### config.mk
export PLATFORM = sky130hd
export DESIGN_NAME = branch_resolve_ctrl_flat
export DESIGN_NICKNAME = d
export VERILOG_FILES = /design/src/rtl/branch_resolve_ctrl_if.sv /design/src/rtl/branch_resolve_ctrl.sv /design/src/flat_wrapper.sv
export SDC_FILE = /design/constraint.sdc
export NUM_CORES = 1
export LEC_CHECK = 0
export BUFFER_PORTS_ARGS = -buffer_cell sky130_fd_sc_hd__buf_2
export CAP_MARGIN = 20
export CORE_AREA = 8 8 177 179
export DETAILED_ROUTE_END_ITERATION = 7
export DIE_AREA = 0 0 185 187
export PLACE_DENSITY = 0.67
export SLEW_MARGIN = 20
export SYNTH_ARGS = -nofsm -noshare
export SYNTH_HDL_FRONTEND = slang
export SYNTH_SLANG_ARGS = --single-unit
### constraint.sdc
create_clock -name clk -period 3.95 [get_ports clk]
set_input_delay 0.1975 -clock clk [delete_from_list [all_inputs] [get_ports clk]]
set_output_delay 0.1975 -clock clk [all_outputs]
set_load 0.03 [all_outputs]
### src/rtl/branch_resolve_ctrl_if.sv
// rtl/branch_resolve_ctrl_if.sv - prediction/resolve/update bundle between fetch, execute and the resolve controller
interface branch_resolve_ctrl_if #(
    parameter int DEPTH = 4,
    parameter int PC_W  = 32
);
    localparam int CW = $clog2(DEPTH) + 1;

    logic            pred_valid;
    logic [PC_W-1:0] pred_pc;
    logic            pred_taken;
    logic [PC_W-1:0] pred_alt_pc;
    logic            pred_ready;
    logic            res_valid;
    logic [PC_W-1:0] res_pc;
    logic            res_taken;
    logic            commit;
    logic            rollback;
    logic [PC_W-1:0] rollback_pc;
    logic            bp_update;
    logic [PC_W-1:0] bp_update_pc;
    logic            bp_result;
    logic            res_error;
    logic [CW-1:0]   count;

    modport master (
        output pred_valid, pred_pc, pred_taken, pred_alt_pc,
        output res_valid, res_pc, res_taken,
        input  pred_ready, commit, rollback, rollback_pc,
        input  bp_update, bp_update_pc, bp_result, res_error, count
    );

    modport slave (
        input  pred_valid, pred_pc, pred_taken, pred_alt_pc,
        input  res_valid, res_pc, res_taken,
        output pred_ready, commit, rollback, rollback_pc,
        output bp_update, bp_update_pc, bp_result, res_error, count
    );
endinterface

### src/rtl/branch_resolve_ctrl.sv
// rtl/branch_resolve_ctrl.sv - in-order queue of predicted branches, resolving to commit/rollback and predictor training
module branch_resolve_ctrl #(
    parameter int DEPTH = 4,
    parameter int PC_W  = 32
) (
    input  logic                 clk,
    input  logic                 rst,
    branch_resolve_ctrl_if.slave bus
);
    localparam int AW = $clog2(DEPTH);
    localparam int CW = AW + 1;

    typedef enum logic {ST_RUN, ST_FLUSH} state_t;

    logic [PC_W-1:0] pc_mem_q    [DEPTH];
    logic            taken_mem_q [DEPTH];
    logic [PC_W-1:0] alt_mem_q   [DEPTH];

    logic [AW-1:0]   head_q, tail_q;
    logic [CW-1:0]   count_q;
    state_t          state_q;

    logic            commit_q, rollback_q, bp_update_q, bp_result_q, res_error_q;
    logic [PC_W-1:0] rollback_pc_q, bp_update_pc_q;

    logic            pred_ready;
    logic            push;
    logic            head_hit;
    logic            correct;
    logic            mispredict;

    // Resolution only ever compares against the head: branches retire strictly in order.
    always_comb begin
        pred_ready = 1'b0;
        push       = 1'b0;
        head_hit   = 1'b0;
        correct    = 1'b0;
        mispredict = 1'b0;
        pred_ready = (state_q == ST_RUN) && (count_q < CW'(DEPTH));
        push       = bus.pred_valid && pred_ready;
        head_hit   = bus.res_valid && (state_q == ST_RUN) && (count_q != '0)
                     && (bus.res_pc == pc_mem_q[head_q]);
        correct    = head_hit && (bus.res_taken == taken_mem_q[head_q]);
        mispredict = head_hit && !correct;
    end

    always_ff @(posedge clk) begin
        if (rst) begin
            head_q         <= '0;
            tail_q         <= '0;
            count_q        <= '0;
            state_q        <= ST_RUN;
            commit_q       <= 1'b0;
            rollback_q     <= 1'b0;
            rollback_pc_q  <= '0;
            bp_update_q    <= 1'b0;
            bp_update_pc_q <= '0;
            bp_result_q    <= 1'b0;
            res_error_q    <= 1'b0;
        end else begin
            commit_q       <= correct;
            rollback_q     <= mispredict;
            rollback_pc_q  <= mispredict ? alt_mem_q[head_q] : '0;
            bp_update_q    <= head_hit;
            bp_update_pc_q <= head_hit ? pc_mem_q[head_q] : '0;
            bp_result_q    <= head_hit && bus.res_taken;
            res_error_q    <= bus.res_valid && !head_hit;

            case (state_q)
                ST_RUN:   state_q <= mispredict ? ST_FLUSH : ST_RUN;
                ST_FLUSH: state_q <= ST_RUN;
                default:  state_q <= ST_RUN;
            endcase

            // A mispredict also drops any same-cycle push: it lies on the wrong path.
            if (mispredict) begin
                head_q  <= '0;
                tail_q  <= '0;
                count_q <= '0;
            end else begin
                if (push) begin
                    pc_mem_q[tail_q]    <= bus.pred_pc;
                    taken_mem_q[tail_q] <= bus.pred_taken;
                    alt_mem_q[tail_q]   <= bus.pred_alt_pc;
                    tail_q              <= tail_q + AW'(1);
                end
                if (correct) begin
                    head_q <= head_q + AW'(1);
                end
                count_q <= count_q + CW'(push) - CW'(correct);
            end
        end
    end

    assign bus.pred_ready   = pred_ready;
    assign bus.commit       = commit_q;
    assign bus.rollback     = rollback_q;
    assign bus.rollback_pc  = rollback_pc_q;
    assign bus.bp_update    = bp_update_q;
    assign bus.bp_update_pc = bp_update_pc_q;
    assign bus.bp_result    = bp_result_q;
    assign bus.res_error    = res_error_q;
    assign bus.count        = count_q;
endmodule

### src/flat_wrapper.sv
// flat-port wrapper written by rule: the top's interface ports become plain ports
module branch_resolve_ctrl_flat 
#(
    parameter int DEPTH = 4,
    parameter int PC_W  = 32
)
  (clk, rst, bus_pred_valid, bus_pred_pc, bus_pred_taken, bus_pred_alt_pc, bus_res_valid, bus_res_pc, bus_res_taken, bus_pred_ready, bus_commit, bus_rollback, bus_rollback_pc, bus_bp_update, bus_bp_update_pc, bus_bp_result, bus_res_error, bus_count);
  branch_resolve_ctrl_if #(.DEPTH(DEPTH), .PC_W(PC_W)) bus_i ();
  input  logic clk;
  input  logic rst;
  input wire logic [$bits(bus_i.pred_valid)-1:0] bus_pred_valid;
  input wire logic [$bits(bus_i.pred_pc)-1:0] bus_pred_pc;
  input wire logic [$bits(bus_i.pred_taken)-1:0] bus_pred_taken;
  input wire logic [$bits(bus_i.pred_alt_pc)-1:0] bus_pred_alt_pc;
  input wire logic [$bits(bus_i.res_valid)-1:0] bus_res_valid;
  input wire logic [$bits(bus_i.res_pc)-1:0] bus_res_pc;
  input wire logic [$bits(bus_i.res_taken)-1:0] bus_res_taken;
  output wire logic [$bits(bus_i.pred_ready)-1:0] bus_pred_ready;
  output wire logic [$bits(bus_i.commit)-1:0] bus_commit;
  output wire logic [$bits(bus_i.rollback)-1:0] bus_rollback;
  output wire logic [$bits(bus_i.rollback_pc)-1:0] bus_rollback_pc;
  output wire logic [$bits(bus_i.bp_update)-1:0] bus_bp_update;
  output wire logic [$bits(bus_i.bp_update_pc)-1:0] bus_bp_update_pc;
  output wire logic [$bits(bus_i.bp_result)-1:0] bus_bp_result;
  output wire logic [$bits(bus_i.res_error)-1:0] bus_res_error;
  output wire logic [$bits(bus_i.count)-1:0] bus_count;
  assign bus_i.pred_valid = bus_pred_valid;
  assign bus_i.pred_pc = bus_pred_pc;
  assign bus_i.pred_taken = bus_pred_taken;
  assign bus_i.pred_alt_pc = bus_pred_alt_pc;
  assign bus_i.res_valid = bus_res_valid;
  assign bus_i.res_pc = bus_res_pc;
  assign bus_i.res_taken = bus_res_taken;
  assign bus_pred_ready = bus_i.pred_ready;
  assign bus_commit = bus_i.commit;
  assign bus_rollback = bus_i.rollback;
  assign bus_rollback_pc = bus_i.rollback_pc;
  assign bus_bp_update = bus_i.bp_update;
  assign bus_bp_update_pc = bus_i.bp_update_pc;
  assign bus_bp_result = bus_i.bp_result;
  assign bus_res_error = bus_i.res_error;
  assign bus_count = bus_i.count;
  branch_resolve_ctrl #(.DEPTH(DEPTH), .PC_W(PC_W)) u_core (.clk(clk), .rst(rst), .bus(bus_i));
endmodule
* Word-level counts from Yosys, hierarchy flattened
Memory sizes are Yosys's and may differ from the RTL's. A register that Yosys moved wholly into a read port is not among the register bits. Index checks and enable logic that the tools add are counted.
Cells by class: bitwise logic cells 3, mux-type cells 10, equal/unequal tests 2, reduce and logical (&&, ||, !) cells 15, add/sub/neg operators 4, magnitude comparators 1
Operators with widths (number):
- == test 32 bit | 1
- logical AND 1 bit | 9
- two-way mux 2 bit | 4
- OR reduction 2 bit | 3
- two-way mux 1 bit | 5
- adder 2 x 1 -> 2 bit (second input constant) | 2
- adder 3 x 1 -> 3 bit | 1
- less-than comparator 3 bit (second input constant) | 1
- NOT 1 bit | 3
- nonzero test 3 bit | 1
- subtractor 3 x 1 -> 3 bit | 1
- logical NOT 1 bit | 2
- one-hot mux 1 bit (2 select lines) | 1
- == test 1 bit | 1
Storage, ports and cells: output and inout port bits 73, word-level logic and storage cells 48, register bits 45, memories kept 3, input port bits 102, RAM bits 260
Memory list:
- u_core.alt_mem_q | depth 4, bits a word 32, rd ports 1, clocked after Yosys merged registers in 1, write ports 1, line branch_resolve_ctrl.sv:17 | logic [PC_W-1:0] alt_mem_q [DEPTH];
- u_core.pc_mem_q | depth 4, bits a word 32, rd ports 1, clocked after Yosys merged registers in 1, write ports 1, line branch_resolve_ctrl.sv:15 | logic [PC_W-1:0] pc_mem_q [DEPTH];
- u_core.taken_mem_q | depth 4, bits a word 1, rd ports 1, clocked after Yosys merged registers in 1, write ports 1, line branch_resolve_ctrl.sv:16 | logic taken_mem_q [DEPTH];

* Depth between registers and ports, before layout
Gate-level depths: netlist (run 1).
depth in word-level cells 10, mapped depth 18, mapped depth without buffers 14

* Worst setup path before layout (run 1)
OpenSTA, ideal clock, no wires.
path type flip-flop to flip-flop, start register with a tool-made name, end memory u_core.alt_mem_q[0][0], enable pin, buffers on the path 3, clock period less this slack 4225 ps, stages on the path, launching flop included 10, required time 3520 ps, setup slack -275 ps, library setup time 430 ps, arrival time 3795 ps, cells stage by stage dfxtp_1 > buf_2 > buf_2 > buf_2 > mux4_2 > xnor2_1 > o2111ai_1 > nor3_4 > a31oi_1 > and3_1
RTL lines (line):
- end: declaration | branch_resolve_ctrl.sv:17

==> results of run 1 <==
[cells by family (layout without fill, tap and decap cells)]
logic type / after synthesis / in the layout / share of synthesized area
adder cells (fa/ha/maj): 7 / 7 / 0.00754
buffers and inverters: 60 / 367 / 0.0228
XOR/XNOR: 31 / 31 / 0.0215
AND/OR/NAND/NOR: 109 / 109 / 0.0579
multiplexers: 82 / 82 / 0.119
other: 0 / 1 / 0
flip-flops: 339 / 339 / 0.744
AO/OA/AOI/OAI: 40 / 40 / 0.0267
[flip-flops by register name (all words and copies together), names as in the netlist, 2 cells and up, named ones only]
signal,count
u_core.pc_mem_q,128
u_core.head_q,2
u_core.taken_mem_q,4
u_core.bus.count,3
u_core.alt_mem_q,128
u_core.bus.bp_update_pc,32
u_core.tail_q,2
u_core.bus.rollback_pc,32
[cell type report]
| class | count | share of cell area |
|---|---|---|
| clock buffer | 46 | 0.0611 |
| sequential | 339 | 0.585 |
| antenna | 1 | 0.000156 |
| inverter | 33 | 0.00772 |
| tap | 384 | 0.0299 |
| clock inverter | 20 | 0.0120 |
| timing repair buffer | 268 | 0.119 |
| multi-input combinational | 269 | 0.185 |
[critical path: stages, from the launching register on]
cell	delay, ns
dfxtp_2	0.48
mux4_2	0.56
xnor2_1	0.16
nand4_1	0.13
or4b_1	0.55
and4bb_4	0.34
nand2_1	0.08
nor2_1	0.11
ha_1	0.13
inv_1	0.04
ha_1	0.20
fa_1	0.37
xnor2_1	0.15
xnor2_1	0.12
and2_1	0.15
[synthesized netlist by cell type, drive strengths merged, types with 6 or more instances]
| library cell | number |
|---|---|
| mux2i | 24 |
| dfxtp | 79 |
| a211oi | 10 |
| nor2b | 38 |
| and2 | 13 |
| buf | 16 |
| xor2 | 6 |
| a21oi | 9 |
| edfxtp | 260 |
| nor2 | 29 |
| inv | 33 |
| mux4 | 54 |
| ha | 6 |
| xnor2 | 25 |
| clkbuf | 11 |
[stage by stage]
stage	total power, mW	area [um^2]	hold WS (ns)
global route	8.37	16000	0.0226
finish	8.06	16000	0.0235
CTS	8.15	16000	0.00335
floorplan	4.50	12600	0.296
global placement	4.76	14200	0.412
detailed placement	4.78	14200	0.414
[cells in the final DEF, fill, tap and decap left out, types with 3 or more instances in the layout]
| cell | count |
|---|---|
| bufinv_16 | 3 |
| clkbuf_16 | 37 |
| mux2_2 | 4 |
| nand4_1 | 5 |
| clkinv_2 | 5 |
| dfxtp_2 | 4 |
| mux4_2 | 54 |
| ha_1 | 6 |
| and3_4 | 4 |
| nor3b_1 | 3 |
| a211oi_2 | 10 |
| buf_12 | 13 |
| inv_1 | 33 |
| clkinv_1 | 6 |
| o221ai_1 | 3 |
| nor2_1 | 29 |
| a21oi_1 | 9 |
| mux2i_1 | 24 |
| clkbuf_1 | 7 |
| and2_1 | 13 |
| dlygate4sd3_1 | 67 |
| dfxtp_1 | 75 |
| nor2b_2 | 28 |
| nor2b_1 | 10 |
| edfxtp_1 | 260 |
| buf_2 | 174 |
| nand2_1 | 4 |
| xnor2_1 | 25 |
| buf_4 | 13 |
| inv_6 | 4 |
| xor2_1 | 6 |
| o21ai_0 | 3 |
[where the power goes]
| part | internal (mW) | leakage (nW) | switching, mW |
|---|---|---|---|
| registers | 4.04 | 3.00 | 0.0490 |
| logic | 0.302 | 2.27 | 0.358 |
| clock network | 1.97 | 0.578 | 1.34 |
| total | 6.32 | 5.85 | 1.75 |
[repair_timing]
action / CTS / global route
setup endpoints to repair: 0 / 30
gates resized for setup: 0 / 3
endpoints found under the hold margin: 262 / 0
hold buffers: 67 / 0
[metal layers]
layer  global-route usage  vias up
li1                     -     3128
met1                0.210     3338
met2                0.253      245
met3               0.0414       48
met4               0.0422        6
met5                    0        -
[worst min-delay path by stage]
stage | from | endpoint | slack [ns] | cells past startpoint
after floorplan | bus_pred_alt_pc[0] | u_core.alt_mem_q[0][0]$_DFFE_PP_ | 0.30 | 0
final | rst | u_core.head_q[0]$_SDFFE_PP0P_ | 0.02 | 2
after detailed placement | bus_pred_alt_pc[15] | u_core.alt_mem_q[1][15]$_DFFE_PP_ | 0.41 | 1
after CTS | rst | u_core.head_q[0]$_SDFFE_PP0P_ | 0.003 | 2
after global placement | bus_pred_pc[0] | u_core.pc_mem_q[2][0]$_DFFE_PP_ | 0.41 | 1
after global routing | rst | u_core.head_q[0]$_SDFFE_PP0P_ | 0.02 | 2
==> flow_metrics.tcl, run 1 <==
set metrics [dict create \
    status "complete, no violations" \
    drive_gt1_frac 0.374 \
    yosysTopAreaCellShare 0.619 \
    dr_wl_met3_um 2060 \
    multi_input_area_um2 2960 \
    grtUsageTotal 0.158 \
    synthCells 668 \
    cts_tree "done" \
    rsz0062_at_grt "no" \
    grt_pass1_vias 7394 \
    drc 0 \
    dpl.hpwl_um 17900 \
    synth_edf_count 260 \
    pin_count 175 \
    met2WireLength_um 12900 \
    final_util 0.565 \
    coreArea_um2 28400 \
    syn2layout_area_growth_pct 27.2 \
    dieArea_um2 34600 \
    cap_viol_max_count 0 \
    critPathRequiredTime_ns 4.34 \
    synth_top_area_cell "edfxtp_1" \
    vias 6765 \
    cts_setup_buffers 0 \
    synth_fp_nets 777 \
    irDropWorstVdd_v 0.000456 \
    chipHeight_um 187 \
    final.setup.tns_ns 0 \
    clock_sinks 339 \
    layout_setup_ws_ns 0.263 \
    endpoint "u_core.bus.count[2]$_SDFF_PP0_" \
    grt_max_degree 35 \
    synth_cell_type_count 50 \
    clkLatencyLatePin_ns 0.51 \
    clockBufferDepth 3 \
    crit_path_end_kind "flip-flop" \
    startpoint_type "flip-flop" \
    setup_viol 0 \
    r2r_cells 14 \
    grt_overflow 0 \
    initial_core_util 0.444 \
    path_clk_slew_ns 0.06 \
    ys_seq_elements 339 \
    numCtsBuffers 37 \
    port_buffers 174 \
    synth-seq-area-share 0.744 \
    fill_cells 2196 \
    synthFlopType "edfxtp_1" \
    via_per_inst 4.97 \
    cp_data_arrival_time_ns 4.08 \
    max_freq_ghz 0.271 \
    syn_area_um2 12600 \
    seq_area_um2 9390 \
    synthArstFlopShare 0 \
    layout_min_cycle_time_ns 3.69 \
    skew_ns 0.0193 \
    synth_area_leaders "edfxtp_1 (62%), dfxtp_1 (13%), mux4_2 (9.6%)" \
    reg2reg_slack_ns 0.26 \
    hold_violations 0 \
    r2r-end "u_core.bus.count[2]$_SDFF_PP0_" \
    initialDrtViolationCount 459 \
    leakage_nw 5.85 \
    dp.cells 1226 \
    syn_avg_cell_area_um2 18.9 \
    tightestPinTransition_ns 1.02 \
    nNetsFinal 1057 \
    criticalPathCategory "flip-flop to flip-flop" \
    routedWlPerCell_um 20.1 \
    period_share 0.933 \
    fin_cells 1360 \
    synth_warnings 0 \
    pre_cts_slack_ns 0.0927 \
    ctsHtreeMaxLevel 2 \
    drt-total-wl_um 27300 \
    slew_headroom 0.322 \
    die_w_um 185 \
    postRouteAntennaNets 0 \
    grt_pass1_wl_um 42100 \
    report.final.slew_viol_count 0 \
    top_layer "met5" \
    critPathMaxFanout 8 \
    power_density_nw_per_um2 503 \
    rows 62 \
    min_path_type "input port to flip-flop" \
    gp_congestion 0.765 \
    firstDrtPassIters 5 \
    clk_root_buffer_cell "clkbuf_16" \
    antenna_found_initial 4 \
    m1WireLength_um 11700 \
]
Power figures use the tool's default switching activity.
==> run 2: changes to the inputs <==
BUFFER_PORTS_ARGS = -buffer_cell sky130_fd_sc_hd__buf_4   (was -buffer_cell sky130_fd_sc_hd__buf_2)
==> run 2 against run 1 <==
Via count about the same. Utilization up 1.4 points. Sequential cell count unchanged. Sequential power about the same. Final cell count about the same. Critical path type unchanged. Critical endpoint unchanged. Largest cell class unchanged. Highest routed layer unchanged.
==> flow_metrics.tcl, run 2 (same netlist as run 1, synthesis figures left out) <==
set metrics [dict create \
    dieArea_um2 34600 \
    drc 0 \
    numCtsBuffers 36 \
    die_w_um 185 \
    final_cell_area_um2 16400 \
    gp_congestion 0.800 \
    antenna_found_initial 2 \
    via_per_inst 4.98 \
    nNetsFinal 1056 \
    leakage_nw 5.90 \
    clockBufferDepth 3 \
    drt-total-wl_um 27200 \
    rows 62 \
    hold_violations 0 \
    postRouteAntennaNets 0 \
    path_clk_slew_ns 0.06 \
    power_density_nw_per_um2 488 \
    clkLatencyLatePin_ns 0.51 \
    seq_area_um2 9400 \
    final.setup.tns_ns 0 \
    status "complete, no violations" \
    drive_gt1_frac 0.371 \
    slew_headroom 0.341 \
    setup_viol 0 \
    grt_pass1_wl_um 42300 \
    tightestPinTransition_ns 0.988 \
    grtUsageTotal 0.157 \
    chipHeight_um 187 \
    dpl.hpwl_um 17900 \
    startpoint_type "flip-flop" \
    cap_viol_max_count 0 \
    fill_cells 2144 \
    coreArea_um2 28400 \
    initial_core_util 0.444 \
    report.final.slew_viol_count 0 \
    pin_count 175 \
    criticalPathCategory "flip-flop to flip-flop" \
    top_regs "u_core.alt_mem_q x128, u_core.pc_mem_q x128" \
    total_power_mw 8.02 \
    layout_commonest_cell "edfxtp_1" \
    cp_data_arrival_time_ns 4.06 \
    most-common-layout-cells "edfxtp_1 (260), buf_4 (188), dfxtp_1 (75), dlygate4sd3_1 (68), mux4_2 (54)" \
    firstDrtPassIters 5 \
    min_path_cells 4 \
    clk_root_buffer_cell "clkbuf_16" \
    port_buffers 174 \
    vias 6763 \
    skew_ns 0.0234 \
    cts_setup_buffers 0 \
    grt_max_degree 41 \
    crit_path_end_kind "flip-flop" \
    multi_input_area_um2 2960 \
    min_path_type "input port to flip-flop" \
    placement.cell_area_um2 14600 \
    ctsHtreeMaxLevel 2 \
    critPathMaxFanout 8 \
    grt_pass1_vias 7439 \
    r2r_cells 14 \
    initialDrtViolationCount 342 \
    grt_overflow 0 \
    syn2layout_area_growth_pct 30.3 \
    routedWlPerCell_um 20.0 \
    period_share 0.932 \
    rsz0062_at_grt "no" \
    critPathRequiredTime_ns 4.33 \
    clock_sinks 339 \
    cts_tree "done" \
    layout_min_cycle_time_ns 3.68 \
    reg2reg_slack_ns 0.27 \
    irDropWorstVdd_v 0.000402 \
    max_freq_ghz 0.272 \
]
-- run 2: cell count changes in the layout (fill, tap and decap cells not counted), moves of 2 or more --
cell,before,now
buf_4,13,188
clkinv_1,6,1
inv_6,4,1
buf_2,174,0
inv_4,0,2
clkbuf_1,7,13
-- run 2: area by class of cell --
type / count / share of cell area
clock buffer: 51 / 0.0595
antenna: 1 / 0.000152
inverter: 33 / 0.00754
multi-input combinational: 269 / 0.180
sequential: 339 / 0.572
clock inverter: 14 / 0.00997
timing repair buffer: 268 / 0.142
tap: 384 / 0.0292
-- run 2: metal layers --
metal,up-vias,track usage,routed length (um)
met1,3372,0.205,11500
li1,3118,-,-
met3,41,0.0402,2010
met2,230,0.258,13200
met5,-,0,9
met4,2,0.0373,474
-- run 2: final timing paths --
kind | from | to
min | bus_pred_valid | u_core.tail_q[1]$_SDFFE_PP0P_
min reg2reg | u_core.alt_mem_q[2][24]$_DFFE_PP_ | u_core.bus.rollback_pc[24]$_SDFF_PP0_
max reg2reg | flip-flop | u_core.bus.count[2]$_SDFF_PP0_
max | flip-flop | u_core.bus.count[2]$_SDFF_PP0_
-- run 2: timing repair --
item	4_1_cts	5_1_grt
gates resized for setup	0	2
hold endpoints to repair	269	0
endpoints found under the setup margin	0	1
hold buffers	68	0
-- run 2: metrics by stage --
stage	setup WS (ns)	cells	util	hold slack, ns
after floorplan	0.239	668	-	0.296
after global placement	0.152	1225	0.514	0.399
after detailed placement	0.142	1225	0.514	0.400
after CTS	0.0877	1358	0.579	0.311
after global routing	0.0170	1359	0.579	0.338
final	0.270	1359	0.579	0.334
-- run 2: worst max-delay path: stages (launching register included) --
cell      delay [ns]
dfxtp_4         0.44
mux4_2          0.54
xnor2_1         0.17
nand4_1         0.15
or4b_1          0.55
and4bb_4        0.35
nand2_1         0.09
nor2_1          0.11
ha_1            0.13
inv_1           0.04
ha_1            0.20
fa_1            0.38
xnor2_1         0.14
xnor2_1         0.12
and2_1          0.16
-- run 2: power breakdown --
part	leakage, nW	switching (mW)	total (mW)	internal (mW)
sequential	3.00	0.0483	4.09	4.04
clock	0.557	1.31	3.24	1.93
combinational	2.35	0.354	0.689	0.335
total	5.90	1.71	8.02	6.31
==> run 3: changes to the inputs <==
CORE_AREA = 2 2 171 173   (was 8 8 177 179)
DIE_AREA = 0 0 173 175   (was 0 0 185 187)
==> run 3 against run 2 <==
Clock skew decreased by 0.0034 ns. Sequential share of layout area fell by 0.061 points. Hold slack better by 0.0026 ns. First-iteration DRC count increased by 37%. Clock-buffer cell count fell by 1. Largest cell class unchanged.
==> flow_metrics.tcl, run 3 (same netlist as run 1, synthesis figures left out) <==
set metrics [dict create \
    status "complete, no violations" \
    grt_overflow 0 \
    max_freq_ghz 0.272 \
    rows 62 \
    gp_congestion 0.767 \
    critPathRequiredTime_ns 4.35 \
    min_path_type "input port to flip-flop" \
    initialDrtViolationCount 470 \
    hold_path_end "u_core.tail_q[1]$_SDFFE_PP0P_" \
    pre_cts_slack_ns 0.159 \
    drt-total-wl_um 26300 \
    layout_commonest_cell "edfxtp_1" \
    clock_sinks 339 \
    grtUsageTotal 0.173 \
    skew_ns 0.0201 \
    cap_viol_max_count 0 \
    clockBufferDepth 3 \
    postRouteAntennaNets 0 \
    firstDrtPassIters 5 \
    slew_headroom 0.339 \
    crit_family "adder cells" \
    layout_min_cycle_time_ns 3.68 \
    dp.cells 1231 \
    grt_pass1_wl_um 40200 \
    final.setup.tns_ns 0 \
    port_buffers 174 \
    reg2reg_slack_ns 0.27 \
    nNetsFinal 1061 \
    cts_tree "done" \
    critPathMaxFanout 11 \
    report.final.slew_viol_count 0 \
    routedWlPerCell_um 19.2 \
    criticalPathCategory "flip-flop to flip-flop" \
    chipHeight_um 175 \
    dieArea_um2 30300 \
    rsz0062_at_grt "no" \
    final_cell_area_um2 16500 \
    syn2layout_area_growth_pct 30.4 \
    top_regs "u_core.alt_mem_q x128, u_core.pc_mem_q x128" \
    r2r-end "u_core.bus.count[2]$_SDFF_PP0_" \
    power_density_nw_per_um2 482 \
    r2r_cells 15 \
    tightestPinTransition_ns 0.991 \
    clkLatencyLatePin_ns 0.52 \
    coreArea_um2 28400 \
    fin_cells 1364 \
    drive_gt1_frac 0.376 \
    min_path_cells 4 \
    startpoint_type "flip-flop" \
    worst_path_max_delay_cell "mux4_2" \
    crit_path_cell_trace "buf_4 > mux4_2 > xor2_1 > a2111oi_0 > buf_4 > and4bb_4 > nand2_1 > nor2_1 > ha_1 > inv_1 > ha_1 > fa_1 > xnor2_1 > xnor2_1 > and2_1" \
    cpPeakStageDelay_ns 0.53 \
    fill_cells 2186 \
    crit_buf_inv 3 \
    hold_start "bus_pred_valid" \
    leakage_nw 5.91 \
    grt_pass1_vias 7194 \
    path_clk_slew_ns 0.06 \
    vias 6805 \
    numCtsBuffers 35 \
    via_per_inst 4.99 \
    period_share 0.931 \
    crit_path_end_kind "flip-flop" \
    antenna_found_initial 3 \
    clk_root_buffer_cell "clkbuf_16" \
    ctsHtreeMaxLevel 2 \
    layout_setup_ws_ns 0.271 \
    placement.cell_area_um2 14700 \
    initial_core_util 0.444 \
    pin_count 175 \
    cts_setup_buffers 0 \
    irDropWorstVdd_v 0.000307 \
    hold_violations 0 \
    grt_max_degree 43 \
    die_w_um 173 \
    setup_viol 0 \
    most-common-layout-cells "edfxtp_1 (260), buf_4 (194), dfxtp_1 (75), dlygate4sd3_1 (68), mux4_2 (54)" \
    drc 0 \
    dpl.hpwl_um 16900 \
    cp_data_arrival_time_ns 4.08 \
]
## run 3: cell count changes in the layout (fill, tap and decap cells not counted), sizes merged
cell | previous run | this run
buf | 200 | 206
clkinv | 7 | 6
diode | 1 | 2
clkinvlp | 1 | 5
bufinv | 3 | 1
clkbuf | 51 | 50
inv | 36 | 34
## run 3: how the worst max path moves through the flow
stage	slack [ns]	depth (start not counted)	startpoint	end
floorplan	0.24	15	flip-flop	u_core.bus.count[2]$_SDFF_PP0_
global placement	0.21	15	flip-flop	u_core.bus.count[2]$_SDFF_PP0_
detailed placement	0.16	14	flip-flop	u_core.bus.count[2]$_SDFF_PP0_
CTS	0.11	15	flip-flop	u_core.bus.count[2]$_SDFF_PP0_
global route	0.005	15	flip-flop	u_core.bus.count[2]$_SDFF_PP0_
finish	0.27	15	flip-flop	u_core.bus.count[2]$_SDFF_PP0_
## run 3: layout make-up
class	instances	area [um^2]	share of cell area
clock inverter	13	118	0.00715
inverter	33	124	0.00753
antenna	2	5.00	0.000304
timing repair buffer	274	2380	0.145
tap	384	480	0.0292
multi-input combinational	269	2960	0.180
clock buffer	50	995	0.0605
sequential	339	9400	0.571
## run 3: repair_timing
action                     CTS  global route
setup endpoints to repair    0             1
gates resized for setup      0             1
hold endpoints to repair   269             0
hold buffers                68             0
## run 3: stage by stage
step | hold WS [ns] | utilization | total power, mW
4_1_cts | 0.329 | 0.579 | 8.01
3_5_place_dp | 0.401 | 0.516 | 4.82
5_1_grt | 0.367 | 0.579 | 8.21
2_1_floorplan | 0.296 | - | 4.50
3_3_place_gp | 0.399 | 0.516 | 4.80
6_report | 0.337 | 0.579 | 7.93
## run 3: metal layers
metal	wire, um	vias up	GRT usage
li1	-	3129	-
met1	11500	3423	0.228
met2	12800	211	0.290
met3	1490	40	0.0403
met4	505	2	0.0470
met5	13	-	0
## run 3: tightest hold or removal path, delay by kind of cell
family,cells,cell delay [ns]
AOI/OAI and AO/OA,1,0.19
and+or+nand+nor,2,0.31
buffers and inverters,1,0.10
## run 3: report_power, final
group | leakage [nW] | internal [mW] | total [mW] | switching (mW)
clock network | 0.529 | 1.84 | 3.14 | 1.31
logic | 2.38 | 0.344 | 0.697 | 0.353
registers | 3.00 | 4.04 | 4.09 | 0.0486
total | 5.91 | 6.22 | 7.93 | 1.71
